===== config.mk =====
export PLATFORM = sky130hd
export DESIGN_NAME = std_rr_arbiter
export DESIGN_NICKNAME = d
export VERILOG_FILES = /design/src/rtl/std_selector_pkg.sv /design/src/rtl/std_rr_arbiter.sv
export SDC_FILE = /design/constraint.sdc
export NUM_CORES = 1
export LEC_CHECK = 0
export BUFFER_PORTS_ARGS = -buffer_cell sky130_fd_sc_hd__buf_4
export CORE_MARGIN = 5
export CORE_UTILIZATION = 45
export CTS_BUF_LIST = sky130_fd_sc_hd__clkbuf_4
export CTS_CLUSTER_DIAMETER = 50
export DETAILED_ROUTE_END_ITERATION = 12
export PLACE_DENSITY_LB_ADDON = 0.2
export SLEW_MARGIN = 20
export SYNTH_ARGS = -nofsm -noshare
export SYNTH_HDL_FRONTEND = slang
export SYNTH_SLANG_ARGS = --single-unit

===== constraint.sdc =====
create_clock -name i_clk -period 1.5 [get_ports i_clk]
set_clock_uncertainty 0.1 [all_clocks]
set_input_delay 0.15 -clock i_clk [delete_from_list [all_inputs] [get_ports i_clk]]
set_output_delay 0.15 -clock i_clk [all_outputs]
set_load 0.05 [all_outputs]

===== src/rtl/std_selector_pkg.sv =====
// Selector encoding kinds and width helpers, shared by arbiters and the selectors
// they drive.
package std_selector_pkg;

  typedef enum logic [1:0] {
    selector_kind_BINARY,
    selector_kind_VECTOR,
    selector_kind_ONEHOT
  } selector_kind;

  function automatic int unsigned calc_binary_select_width(input int unsigned entries);
    return (entries > 1) ? $clog2(entries) : 1;
  endfunction

  function automatic int unsigned calc_select_width(input int unsigned entries,
                                                    input selector_kind kind);
    return (kind == selector_kind_BINARY) ? calc_binary_select_width(entries) : entries;
  endfunction

endpackage


===== src/rtl/std_rr_arbiter.sv =====
// Round-robin arbiter: grants one requester, holds the grant locked until
// acknowledged, then rotates priority past the winner.
module std_rr_arbiter
  import std_selector_pkg::*;
#(
  parameter int unsigned  ENTRIES      = 4,
  parameter selector_kind KIND         = selector_kind_BINARY,
  localparam int unsigned SELECT_WIDTH = calc_select_width(ENTRIES, KIND)
) (
  input  logic                    i_clk,
  input  logic                    i_rst,
  input  logic                    i_clear,
  input  logic [ENTRIES-1:0]      i_request,
  input  logic                    i_ack,
  output logic                    o_valid,
  output logic [ENTRIES-1:0]      o_grant,
  output logic [SELECT_WIDTH-1:0] o_select
);

  localparam int unsigned PTR_WIDTH = calc_binary_select_width(ENTRIES);

  typedef enum logic {StIdle, StGranted} state_e;

  state_e                  state_q, state_d;
  logic [PTR_WIDTH-1:0]    ptr_q, ptr_d;
  logic [PTR_WIDTH-1:0]    win_q, win_d;
  logic [ENTRIES-1:0]      grant_q, grant_d;
  logic [SELECT_WIDTH-1:0] select_q, select_d;

  // Lowest set bit at or above ptr wins; otherwise lowest set bit below ptr.
  function automatic logic [PTR_WIDTH-1:0] next_winner(input logic [ENTRIES-1:0] req,
                                                       input logic [PTR_WIDTH-1:0] ptr);
    logic [PTR_WIDTH-1:0] win_hi;
    logic [PTR_WIDTH-1:0] win_lo;
    logic                 found_hi;
    win_hi   = '0;
    win_lo   = '0;
    found_hi = 1'b0;
    for (int j = int'(ENTRIES) - 1; j >= 0; j--) begin
      if (req[j]) begin
        if (j >= int'(ptr)) begin
          found_hi = 1'b1;
          win_hi   = PTR_WIDTH'(j);
        end else begin
          win_lo = PTR_WIDTH'(j);
        end
      end
    end
    return found_hi ? win_hi : win_lo;
  endfunction

  always_comb begin
    state_d  = state_q;
    ptr_d    = ptr_q;
    win_d    = win_q;
    grant_d  = grant_q;
    select_d = select_q;

    unique case (state_q)
      StIdle: begin
        if (|i_request) begin
          state_d = StGranted;
          win_d   = next_winner(i_request, ptr_q);
          grant_d = ENTRIES'(1) << win_d;
          if (KIND == selector_kind_BINARY) begin
            select_d = SELECT_WIDTH'(win_d);
          end else begin
            select_d = SELECT_WIDTH'(grant_d);
          end
        end
      end
      StGranted: begin
        if (i_ack) begin
          state_d  = StIdle;
          ptr_d    = (win_q == PTR_WIDTH'(ENTRIES - 1)) ? '0 : win_q + 1'b1;
          grant_d  = '0;
          select_d = '0;
        end
      end
      default: state_d = StIdle;
    endcase

    // Flush overrides both a pending ack and new requests.
    if (i_clear) begin
      state_d  = StIdle;
      ptr_d    = '0;
      grant_d  = '0;
      select_d = '0;
    end
  end

  always_ff @(posedge i_clk or posedge i_rst) begin
    if (i_rst) begin
      state_q  <= StIdle;
      ptr_q    <= '0;
      win_q    <= '0;
      grant_q  <= '0;
      select_q <= '0;
    end else begin
      state_q  <= state_d;
      ptr_q    <= ptr_d;
      win_q    <= win_d;
      grant_q  <= grant_d;
      select_q <= select_d;
    end
  end

  assign o_valid  = (state_q == StGranted);
  assign o_grant  = grant_q;
  assign o_select = select_q;

endmodule


==> impl_metrics.py, run 1 <==
metrics = {
    "detailed_routing": {
        "drt-wirelength-per-cell_um": 14.3,
        "ant_nets": 0,
        "drc": 0,
        "dr.pass1.iters": 5,
        "routed_via_density": 5.34,
        "routed-via-count": 518,
        "postRouteWirelength_mm": 1.39,
        "first_iter_violations": 9,
    },
    "synth": {
        "syn_inst": 60,
        "synth_commonest_cells": "dfrtp_1 (11), nor2_1 (6), nand2_1 (5)",
        "synth_nets": 68,
        "synth_area_leader_cell": "dfrtp_1",
        "async_flop_share_pct": 100,
        "ys_seq_elements": 11,
        "synthesis.area_um2": 606,
        "syn_avg_cell_area_um2": 10.1,
        "synth.most_common_cell": "dfrtp_1",
        "synth_cell_types": 29,
        "yosys_warnings": 0,
        "synth_top_area_share_pct": 45.5,
        "synth_top_family_by_area": "simple AND/OR/NAND/NOR gates",
        "synthAdderAreaFrac_pct": 0,
        "synth_top_cells_by_area": "dfrtp_1 (45%), o41ai_2 (5.4%), nand4b_1 (4.3%)",
        "synth.yosys.seq_area_share_pct": 45.5,
        "synth_edf_count": 0,
        "ys.flop_type": "dfrtp_1",
        "synth.area.mux_share_pct": 0,
        "synth-compound-area-share_pct": 19.6,
        "synthXorXnorAreaFrac_pct": 1.45,
        "synth_simple_gate_area_share_pct": 28.9,
    },
    "clocking": {
        "cts_num_sinks": 11,
        "root_buffer": "clkbuf_4",
        "clkSlewWorstSetupHoldPaths_ps": 70,
        "htree_levels": 1,
        "cts_tree": "built",
        "numCtsBuffers": 3,
        "worstSkewPairLatency_ps": 260,
        "clockBufferDepth": 2,
    },
    "critical_path": {
        "cp_num_buf_inv": 1,
        "slowest_delay_ps": 430,
        "critPathLaunch": "ptr_q[0]",
        "cp-start-kind": "flop",
        "path_cells": "buf_4 -> nor3b_2 -> or3_4 -> o41ai_2",
        "cp.arrival_ps": 1550,
        "end_kind": "flop",
        "cp_slowest_cell": "dfrtp_1",
        "crit_path_max_fanout": 5,
        "ff2ff_setup_slack_ps": 20,
        "r2r_cells": 4,
        "critical_path.top_delay_family": "simple AND/OR/NAND/NOR gates",
        "crit_type": "reg -> reg",
        "r2r_end": "o_grant[3]",
        "reg2reg_from": "ptr_q[0]",
        "worstPathRequired_ps": 1570,
    },
    "finish": {
        "synthToLayoutAreaGrowth_pct": 35.7,
        "final_cells": 97,
        "final_area_um2": 822,
        "diodes": 0,
        "final_nets": 91,
        "fill_cells": 107,
        "layout-drive-gt1-share_pct": 43.9,
        "fin_util_pct": 64.0,
    },
    "grt": {
        "grt_max_degree": 14,
        "grt_first_pass_wirelength_mm": 2.03,
        "grt.total_usage_pct": 13.4,
        "antenna_found_initial": 0,
        "grt_overflow": 0,
        "grt_pass1_vias": 481,
    },
    "timing": {
        "finalSetupTns_ps": 0,
        "setup_viol": 0,
        "timing.final.ws_setup_ps": 18.2,
        "grt_setup_unrepaired": "true",
        "hold_viol_final": 0,
        "worst_pin_slew_ps": 429,
        "slew_headroom_pct": 71.3,
        "slew_viol_final": 0,
        "finalCritPeriodShare_pct": 98.8,
        "fin_crit_ps": 1480,
        "max_freq_ghz": 0.675,
    },
    "placement": {
        "placed_cell_area_um2": 749,
        "port_buffers": 14,
        "place_congestion": 0.723,
        "dpl.hpwl_um": 973,
        "pre_cts_slack_ps": 12.2,
        "dp_cells": 90,
    },
    "die": {
        "die_area_um2": 2180,
        "die_w_um": 46.7,
        "core_um2": 1280,
        "initial_core_util_pct": 47.1,
        "pin_count": 15,
        "die_h_um": 46.7,
        "rows": 13,
    },
    "outcome": {
        "status": "completed",
    },
    "min_path": {
        "min_from": "i_clear",
        "min_to": "ptr_q[1]",
        "min_path_cells": 2,
        "hold_class": "in -> reg",
    },
    "pwr": {
        "seqPwrFrac_pct": 43.5,
        "p_clk_share_pct": 28.2,
        "ir_drop_mv": 0.563,
        "p_per_area_nw_per_um2": 952,
        "switchingPower_w": 0.000246,
        "swShare_pct": 31.5,
        "pwr-share-comb_pct": 28.3,
        "p_leak_nw": 0.389,
        "p_int_w": 0.000536,
    },
    "run": {
        "cap_violations": 0,
    },
}
[stage by stage]
step / hold slack, ps / total power [W]
CTS: 45.2 / 0.000770
global placement: 69.6 / 0.000549
floorplan: -97.6 / 0.000481
finish: 53.9 / 0.000783
global route: 50.8 / 0.000824
detailed placement: 70.7 / 0.000552
[state kept, by name, indices dropped and copies added (netlist names)]
name	count
o_select	2
win_q	2
o_grant	4
ptr_q	2
o_valid	1
[cell usage in the layout (no fill, tap or decap)]
| master | Yosys | routed |
|---|---|---|
| buf_4 | 0 | 18 |
| dfrtp_1 | 11 | 9 |
| nor2_1 | 6 | 6 |
| nand2_1 | 5 | 5 |
| clkbuf_4 | 0 | 4 |
| inv_1 | 3 | 3 |
| nand4b_1 | 3 | 3 |
| a21oi_1 | 4 | 3 |
| or2b_1 | 2 | 2 |
| nor4b_1 | 2 | 2 |
| a31o_2 | 2 | 2 |
| nand3_1 | 2 | 2 |
| o41ai_2 | 2 | 2 |
| dfrtp_2 | 0 | 2 |
| nor4_1 | 1 | 1 |
| or2_1 | 1 | 1 |
| a21oi_2 | 0 | 1 |
| nor3b_2 | 0 | 1 |
| or2b_4 | 0 | 1 |
| a21boi_2 | 1 | 1 |
| or3_4 | 1 | 1 |
| o21ai_0 | 1 | 1 |
| nor3_2 | 0 | 1 |
| nor2b_1 | 1 | 1 |
| a31oi_1 | 1 | 1 |
| nand3b_1 | 1 | 1 |
| o221a_2 | 1 | 1 |
| and2_1 | 1 | 1 |
| o31ai_1 | 1 | 1 |
| a211oi_1 | 1 | 1 |
| xnor2_1 | 1 | 1 |
| dlygate4sd3_1 | 0 | 1 |
| buf_12 | 0 | 1 |
[per-layer routing]
layer,vias to the layer above,wire [um],track usage (%)
met5,-,0,0
met3,0,74,3.52
met1,244,625,18.1
met2,10,688,20.3
met4,0,0,4.97
li1,264,-,-
[cell families after synthesis]
group | after synthesis
compound gates | 14
xor+xnor | 1
buf+inv | 5
flops | 11
simple gates | 29
[power by group through the flow]
stage	clock (W)	sequential (W)	combinational, W
floorplan	0	0.000387	0.0000946
global placement	0	0.000345	0.000205
CTS	0.000222	0.000339	0.000209
finish	0.000221	0.000341	0.000221
global route	0.000241	0.000345	0.000237
detailed placement	0	0.000345	0.000207
[repair_timing]
item                                   CTS  global route
hold buffers                             1             0
endpoints found under the hold margin   11             0
resized for setup                        0             5
setup endpoints to repair                0             5
buffers inserted                         0             2
[area by class of cell]
class	instances	area, um2	share of cell area [%]
Clock buffer	4	30.0	3.65
Inverter	3	11.3	1.37
Multi-Input combinational cell	44	319	38.8
Sequential cell	11	278	33.8
Tap cell	15	18.8	2.28
Timing Repair Buffer	20	165	20.1
[worst max path at each step]
stage,to,slack [ps],cells after the start
floorplan,o_grant[2],90,3
global placement,o_grant[2],50,4
detailed placement,o_grant[3],10,4
CTS,o_grant[3],0.3,4
global route,o_grant[3],-40,4
finish,o_grant[3],20,4
(Power assumes the default switching activity.)
==> run 2, diff against run 1 <==
--- a/config.mk
+++ b/config.mk
@@ -12,6 +12,7 @@
 export CTS_CLUSTER_DIAMETER = 50
 export DETAILED_ROUTE_END_ITERATION = 12
 export PLACE_DENSITY_LB_ADDON = 0.2
+export SETUP_SLACK_MARGIN = 0.15
 export SLEW_MARGIN = 20
 export SYNTH_ARGS = -nofsm -noshare
 export SYNTH_HDL_FRONTEND = slang
==> impl_metrics.py, run 2 (same netlist as run 1, synthesis figures left out) <==
metrics = {
    "die": {
        "die_h_um": 46.7,
        "die_w_um": 46.7,
        "initial_core_util_pct": 47.1,
        "pin_count": 15,
        "die_area_um2": 2180,
        "core_um2": 1280,
        "rows": 13,
    },
    "clocking": {
        "htree_levels": 1,
        "worstSkewPairLatency_ps": 260,
        "numCtsBuffers": 3,
        "clkSlewWorstSetupHoldPaths_ps": 80,
        "post_cts_buffers": 0,
        "clockBufferDepth": 2,
        "cts_tree": "built",
        "root_buffer": "clkbuf_4",
        "cts_num_sinks": 11,
    },
    "critical_path": {
        "crit_type": "reg -> reg",
        "worstPathRequired_ps": 1550,
        "end_kind": "flop",
        "cp_slowest_cell": "dfrtp_1",
        "crit_path_max_fanout": 5,
        "path_cells": "nor2b_4 -> a31oi_2 -> nand2_2 -> o41ai_2",
        "slowest_delay_ps": 440,
        "ff2ff_setup_slack_ps": 30,
        "cp-start-kind": "flop",
        "cp_num_buf_inv": 0,
        "critical_path.top_delay_family": "compound AO/OA/AOI/OAI gates",
        "cp.arrival_ps": 1530,
    },
    "detailed_routing": {
        "dr.pass1.iters": 4,
        "ant_nets": 0,
        "first_iter_violations": 12,
        "postRouteWirelength_mm": 1.34,
        "drc": 0,
        "drt-wirelength-per-cell_um": 14.1,
        "routed-via-count": 514,
        "routed_via_density": 5.41,
    },
    "finish": {
        "layout-drive-gt1-share_pct": 47.5,
        "largest_register_ff_count": 4,
        "synthToLayoutAreaGrowth_pct": 36.4,
        "layout_common_cells": "buf_4 (17), dfrtp_1 (9), nor2_1 (6)",
        "diodes": 0,
        "layout_commonest_cell": "buf_4",
        "final_nets": 89,
    },
    "grt": {
        "antenna_found_initial": 0,
        "grt_first_pass_wirelength_mm": 2.08,
        "grt_overflow": 0,
        "grt_max_degree": 14,
        "grt_pass1_vias": 482,
        "grt.total_usage_pct": 13.4,
    },
    "outcome": {
        "status": "completed",
    },
    "min_path": {
        "hold_class": "in -> reg",
    },
    "placement": {
        "pre_cts_slack_ps": 23.3,
        "place_congestion": 0.738,
        "dpl.hpwl_um": 963,
        "port_buffers": 14,
    },
    "pwr": {
        "p_per_area_nw_per_um2": 943,
        "ir_drop_mv": 0.686,
        "p_leak_nw": 0.387,
    },
    "timing": {
        "finalCritPeriodShare_pct": 98.2,
        "fin_crit_ps": 1470,
        "worst_pin_slew_ps": 415,
        "slew_viol_final": 0,
        "setup_viol": 0,
        "grt_setup_unrepaired": "true",
        "slew_headroom_pct": 72.3,
        "holdWs_ps": 67.2,
        "timing.final.ws_setup_ps": 26.6,
        "max_freq_ghz": 0.679,
        "hold_viol_final": 0,
    },
    "run": {
        "cap_violations": 0,
    },
}
[run 2: layout make-up]
class	count	area (um2)
clock buffers	4	30.0
fillers	113	459
inverters	3	11.3
multi-input cells	44	350
flip-flops and latches	11	278
well taps	15	18.8
repair buffers	18	138
[run 2: per-layer routing]
metal  wire (um)  global-route usage [%]  up-vias
li1            -                       -      260
met1         579                    17.8      242
met2         678                    22.5       10
met3          70                    2.34        2
met4           6                    3.31        0
met5           0                       0        -
[run 2: power breakdown]
part	switching, W	internal, W
clock network	0.0000984	0.000121
registers	0.0000203	0.000321
logic	0.000130	0.0000885
total	0.000248	0.000530
[run 2: what timing repair did]
item                                   in CTS  in global routing
gates resized for setup                     1                 11
setup endpoints to repair                   6                  8
hold buffers                                1                  0
endpoints found under the hold margin      11                  0
pin swaps                                   1                  5
[run 2: metrics by stage]
stage / instances / cell area, um2 / power [W] / utilization, % / setup TNS, ps
finish: 95 / 826 / 0.000779 / 64.3 / 0
global route: 95 / 826 / 0.000822 / 64.3 / -100
CTS: 95 / 781 / 0.000767 / 60.8 / 0
detailed placement: 90 / 737 / 0.000544 / 57.4 / 0
global placement: 90 / 737 / 0.000543 / 57.4 / 0
floorplan: 60 / 607 / 0.000481 / - / 0
[run 2: path summary, 6_finish.rpt]
kind                          start          end  cells past startpoint
max                        ptr_q[0]   o_grant[2]                      4
max in group asynchronous     i_rst      o_valid                      3
min reg2reg                win_q[1]     win_q[1]                      2
min in group asynchronous     i_rst     win_q[1]                      3
max reg2reg                ptr_q[0]   o_grant[2]                      4
min                         i_clear  o_select[1]                      2
